[config.mk]
export PLATFORM = sky130hd
export DESIGN_NAME = time_entry_accumulator
export DESIGN_NICKNAME = d
export VERILOG_FILES = /design/src/rtl/time_entry_accumulator_pkg.sv /design/src/rtl/time_entry_accumulator.sv
export SDC_FILE = /design/constraint.sdc
export NUM_CORES = 1
export LEC_CHECK = 0
export ABC_AREA = 1
export BUFFER_PORTS_ARGS = -buffer_cell sky130_fd_sc_hd__buf_2
export CORE_ASPECT_RATIO = 1.2
export CORE_MARGIN = 4
export CORE_UTILIZATION = 40
export DETAILED_ROUTE_END_ITERATION = 8
export PLACE_DENSITY = 0.66
export SKIP_LAST_GASP = 1
export SYNTH_ARGS = -nofsm -noshare
export SYNTH_HDL_FRONTEND = slang
export SYNTH_SLANG_ARGS = --single-unit
[constraint.sdc]
create_clock -name clock -period 1.92 [get_ports clock]
set_input_delay 0.288 -clock clock [delete_from_list [all_inputs] [get_ports clock]]
set_output_delay 0.288 -clock clock [all_outputs]
set_load 0.02 [all_outputs]
[src/rtl/time_entry_accumulator_pkg.sv]
// Shared types and constants for the keypad time-entry block.
// Holds the FSM state enum and digit/field limits used by the accumulator.
package time_entry_accumulator_pkg;

  localparam int unsigned NIBBLE_W    = 4;
  localparam int unsigned NUM_DIGITS  = 4;
  localparam int unsigned MAX_SEC_TEN = 5;

  typedef enum logic {
    ENTRY  = 1'b0,
    LOCKED = 1'b1
  } state_e;

  // A keypad nibble is usable only if it is a decimal digit.
  function automatic logic is_dec(input logic [NIBBLE_W-1:0] d);
    return d <= NIBBLE_W'(9);
  endfunction

endpackage

[src/rtl/time_entry_accumulator.sv]
// Keypad time-entry accumulator: shifts BCD digits into mm:ss and locks it.
// Ports: clock, reset (sync, active-high), digit_valid/digit, enter, clear
// in; time_count (BCD mm:ss), accum_done, digit_count, entry_error out.
module time_entry_accumulator
  import time_entry_accumulator_pkg::*;
#(
  parameter int MAX_MIN_TEN = 9
) (
  input  logic                  clock,
  input  logic                  reset,
  input  logic                  digit_valid,
  input  logic [NIBBLE_W-1:0]   digit,
  input  logic                  enter,
  input  logic                  clear,
  output logic [4*NIBBLE_W-1:0] time_count,
  output logic                  accum_done,
  output logic [2:0]            digit_count,
  output logic                  entry_error
);

  localparam logic [2:0] FULL_CNT =
    3'(NUM_DIGITS);
  localparam logic [NIBBLE_W-1:0] SEC_TEN_MAX =
    NIBBLE_W'(MAX_SEC_TEN);
  localparam logic [NIBBLE_W-1:0] MIN_TEN_MAX =
    NIBBLE_W'(MAX_MIN_TEN);

  state_e                state_q;
  logic [4*NIBBLE_W-1:0] time_q;
  logic [2:0]            cnt_q;
  logic                  done_q;
  logic                  err_q;

  logic [4*NIBBLE_W-1:0] time_d;
  logic                  digit_ok;
  logic                  enter_ok;

  // New digit enters at the seconds-ones nibble.
  assign time_d = {time_q[3*NIBBLE_W-1:0], digit};

  assign digit_ok = is_dec(digit)
                 && (cnt_q != FULL_CNT);

  // Commit needs at least one digit and sane tens fields.
  assign enter_ok = (cnt_q != 3'd0)
                 && (time_q[7:4] <= SEC_TEN_MAX)
                 && (time_q[15:12] <= MIN_TEN_MAX);

  // Priority: reset > clear > enter > digit_valid.
  always_ff @(posedge clock) begin
    if (reset) begin
      state_q <= ENTRY;
      time_q  <= '0;
      cnt_q   <= '0;
      done_q  <= 1'b0;
      err_q   <= 1'b0;
    end else begin
      err_q <= 1'b0;
      if (clear) begin
        state_q <= ENTRY;
        time_q  <= '0;
        cnt_q   <= '0;
        done_q  <= 1'b0;
      end else begin
        unique case (state_q)
          ENTRY: begin
            if (enter) begin
              if (enter_ok) begin
                state_q <= LOCKED;
                done_q  <= 1'b1;
              end else begin
                err_q <= 1'b1;
              end
            end else if (digit_valid) begin
              if (digit_ok) begin
                time_q <= time_d;
                cnt_q  <= cnt_q + 3'd1;
              end else begin
                err_q <= 1'b1;
              end
            end
          end
          LOCKED: begin
            done_q <= 1'b1;
          end
          default: begin
            state_q <= ENTRY;
          end
        endcase
      end
    end
  end

  assign time_count  = time_q;
  assign accum_done  = done_q;
  assign digit_count = cnt_q;
  assign entry_error = err_q;

endmodule

Yosys cells after proc, flatten, opt, wreduce, memory -nomap -nowiden
Index checks and enable logic that the tools add are counted.

storage, ports and cells
  output and inout port bits = 21
  input bits = 9
  bits in registers = 22
  logic and storage cells = 32

cells by class
  reduce and logical (&&, ||, !) cells = 8
  muxes and demuxes = 10
  add/sub/neg operators = 1
  $lt $le $gt $ge = 3
  bitwise logic cells = 2
  equal/unequal tests = 3

operators by type and width
  cell                                                  number
  2-to-1 mux 1 bit                                      9
  <= comparator 4 bit (second input constant)           2
  <= comparator 4 x 3 -> 1 bit (second input constant)  1
  inequality test 2 bit (second input constant)         2
  AND reduction 4 bit                                   1
  adder 3 x 1 -> 3 bit (second input constant)          1
  logical AND 1 bit                                     3
  inequality test 3 bit (second input constant)         1
  nonzero test 3 bit                                    1
  OR reduction 3 bit                                    1
  NOT 1 bit                                             2
  case mux 1 bit (2 select lines)                       1
  AND reduction 2 bit                                   1
  OR reduction 2 bit                                    1

Depth between registers and ports, before layout
  word-level depth = 6
  mapped depth = 9
  mapped depth without buffers = 7

Least setup slack after synthesis
OpenSTA, ideal clock, no wires.

  path type = reg2reg
  from = register cnt_q[0] (netlist: digit_count[0])
  to = register cnt_q[1] (netlist: digit_count[1])
  buffers on the path = 2
  arrival time = 1.410 ns
  setup slack = 0.446 ns
  cell stages (with the launch flop) = 10
  data required time = 1.855 ns
  library setup time = 0.065 ns
  clock period less this slack = 1.474 ns
  cell sequence = dfxtp_1 -> inv_1 -> ha_1 -> nand2_1 -> nand3_2 -> buf_6 -> inv_8 -> buf_12 -> nor2_2 -> nor2_1

on the way
  longest elaborated chain between the ends = 3
  elaborated cells between the ends (all ways) = 4
  classes of those cells = add/sub: 1; eq/ne: 1; reduce/logical: 2

RTL lines
  element                               line                          text
  start, declared                       time_entry_accumulator.sv:30  logic [2:0] cnt_q;
  start signal, assigned                time_entry_accumulator.sv:77  cnt_q <= cnt_q + 3'd1;
  inequality test 3 bit                 time_entry_accumulator.sv:42  && (cnt_q != FULL_CNT);
  logical AND 1 bit                     time_entry_accumulator.sv:42
  AND reduction 4 bit (no source line)  n/a

Parallel ways exist; a longest one is shown, timed or not.
A chain may end at the register's enable or synchronous reset.

Worst setup path in the final report
  from = register cnt_q[0] (netlist: digit_count[0])
  to = register time_q[13] (netlist: time_count[13])

on the way
  longest elaborated chain between the ends = 3

RTL lines
  element                               line                          text
  inequality test 3 bit                 time_entry_accumulator.sv:42
  logical AND 1 bit                     time_entry_accumulator.sv:42
  AND reduction 4 bit (no source line)  n/a
  end signal, assigned                  time_entry_accumulator.sv:76  time_q <= time_d;
  end, declared                         time_entry_accumulator.sv:29  logic [4*NIBBLE_W-1:0] time_q;

Every way passes these cells.

==> results.tsv <==
metric	value	unit
status	complete, no violations	
antennaDiodeCount	0	
layout_setup_ws	285	ps
gp_congestion	0.767	
intPower	577	uW
maxSlewHeadroom	74.3	%
tightest_slew	386	ps
yosysWarnings	0	
grt_pass1_vias	729	
fmax	0.612	GHz
grt_pass1_wl	2940	um
place_ws	308	ps
max_stage_delay	400	ps
die_h	60.6	um
clock_skew	2.54	ps
synth_top_cell_by_area	dfxtp_1	
ys_async_sr_fraction	0	%
clkPwrFrac	25.5	%
power_frac_seq	61.7	%
start_util	43.2	%
cpMostUsedCell	nor2_1	
critical_path_class	flop to flop	
crit_fanout	20	
syn_inst	115	
postCtsSetupRepairBufs	0	
p_sw	195	uW
setup_viol	0	
ys_types	21	
num_rows	18	
syn_nets	126	
areaGrowthSynthToFinish	18.3	%
dr_total_vias	776	
dp_hpwl	1290	um
yosys-top-cells-count	nor2_1 (29), dfxtp_1 (22), o21ai_0 (19)	
ctsRootBufferMaster	clkbuf_4	
track_usage	12.6	%
fin_tns_setup	0	ps
cap_violations	0	
grt_max_degree	23	
seq_area_frac_synth	47.7	%
cts_resized	0	
yosysTopAreaCellShare	47.7	%
cts_buffers	3	
viasPerCell	4.49	
firstDrtPassIters	4	
drt-initial-drc-count	14	
antenna_found_initial	0	
drc_errors	0	
fillers	234	
synth_area_leaders	dfxtp_1 (48%), nor2_1 (12%), o21ai_0 (10%)	
avgSynthCellArea	8.03	um^2
peakVddDrop	399	uV
final-hold-violation-count	0	
cp-end-kind	flop	
io_pins	30	
clock_latency	290	ps
hold_path_class	input port to flop	
slew_violations	0	
io_buffer_count	29	
chipWidth	51.9	um
setup.worst_path.start_class	flop	
coreArea	0.00214	mm^2
min_period	1640	ps
switching_share	25.3	%
final_util	51.1	%
cts_buffer_depth	2	
place_inst	170	
cts.sinks	22	
rsz0062_at_grt	false	
cp_slowest_cell	dfxtp_1	
power.density_cell_area	707	mW/mm^2
holdBufCountCts	0	
cts_tree	yes	
ant_nets	0	
synth.most_common_cell	nor2_1	
hold_ws	248	ps
grt_overflow	0	
path_cells	inv_1, ha_1, nand2_1, nand3_2, inv_8, nor2_1, nor2_1	
required	2160	ps
cts_max_level	1	
cp_top_family	simple AND/OR/NAND/NOR gates	
routed_wl	1740	um
synth_edf_count	0	
final_layout_size_suffix_gt1_share	35.0	%
critPathArrivalTime	1880	ps
power_frac_comb	12.7	%
yosys_register_bits	22	
die-area	0.00314	mm^2
period_share	85.2	%
nNetsFinal	156	
clkTransAtPathRegs	110	ps
synth_area	923	um^2
p_leak	0.000520	uW
worst-path-buf-inv	2	
ys.flop_type	dfxtp_1	
fin_cells	173	
avgRoutedWirePerCell	10.1	um
-- state kept, by name, indices dropped and copies added (netlist names) --
register,cells
accum_done,1
state_q,1
digit_count,3
time_count,16
entry_error,1
-- metrics by stage --
step	power (uW)	area (um^2)
final	772	1090
after global routing	819	1090
after CTS	788	1090
after detailed placement	586	1070
after global placement	584	1070
after floorplan	562	923
-- power groups by stage --
stage | Sequential, uW | Clock (uW) | Combinational (uW)
2_1_floorplan | 501 | 0 | 61.0
3_3_place_gp | 487 | 0 | 97.3
3_5_place_dp | 487 | 0 | 99.3
4_1_cts | 477 | 211 | 99.5
5_1_grt | 479 | 230 | 110
6_report | 477 | 197 | 98.2
-- cell usage in the layout, fill, tap and decap left out --
cell type  count
o21ai_2        1
inv_2          2
inv_8          1
nand3_2        1
buf_4          1
nand3_1        1
nor2_4         1
xor2_1         1
nand2_1        9
nand2_2        1
a21oi_1        2
nor2_1        29
nand4_1        2
o21ai_0       19
ha_1           2
clkbuf_4       3
buf_2         29
dfxtp_1       22
inv_1          6
nor2_2        10
-- final cells by class --
cell class | instances | area (um^2) | share of cell area, %
timing repair buffer | 30 | 153 | 14.0
clock buffer | 3 | 22.5 | 2.06
inverter | 9 | 41.3 | 3.78
multi-input combinational | 79 | 398 | 36.4
sequential | 22 | 440 | 40.3
tap | 30 | 37.5 | 3.44
-- path summary, 6_finish.rpt --
check                                    start        endpoint  slack, ps  cells after the start
worst max-delay path            digit_count[0]  time_count[13]        280                      7
worst min-delay path                  digit[0]   time_count[0]        250                      3
worst max register to register  digit_count[0]  time_count[13]        280                      7
worst min register to register      accum_done      accum_done        460                      2
-- layer usage --
metal	track usage [%]	up-vias	part of all wire, %
li1	-	424	-
met1	15.3	334	49
met2	20.5	16	45
met3	2.21	2	4.8
met4	7.87	0	1.1
met5	0	-	0
-- cell families (layout without fill, tap and decap cells) --
logic type               Yosys count  count (layout)  share of synthesized area (%)
adder cells (fa/ha/maj)            2               2                           2.71
buffers and inverters             14              42                           9.21
AO/OA/AOI/OAI                     22              22                           12.3
XOR/XNOR                           1               1                          0.949
flip-flops                        22              22                           47.7
AND/OR/NAND/NOR                   54              54                           27.1
-- worst min-delay path, cell delays in order --
cell     delay [ps]
buf_2            70
o21ai_0          70
nor2_1           80
No activity file was read; power rests on OpenSTA's default activity.
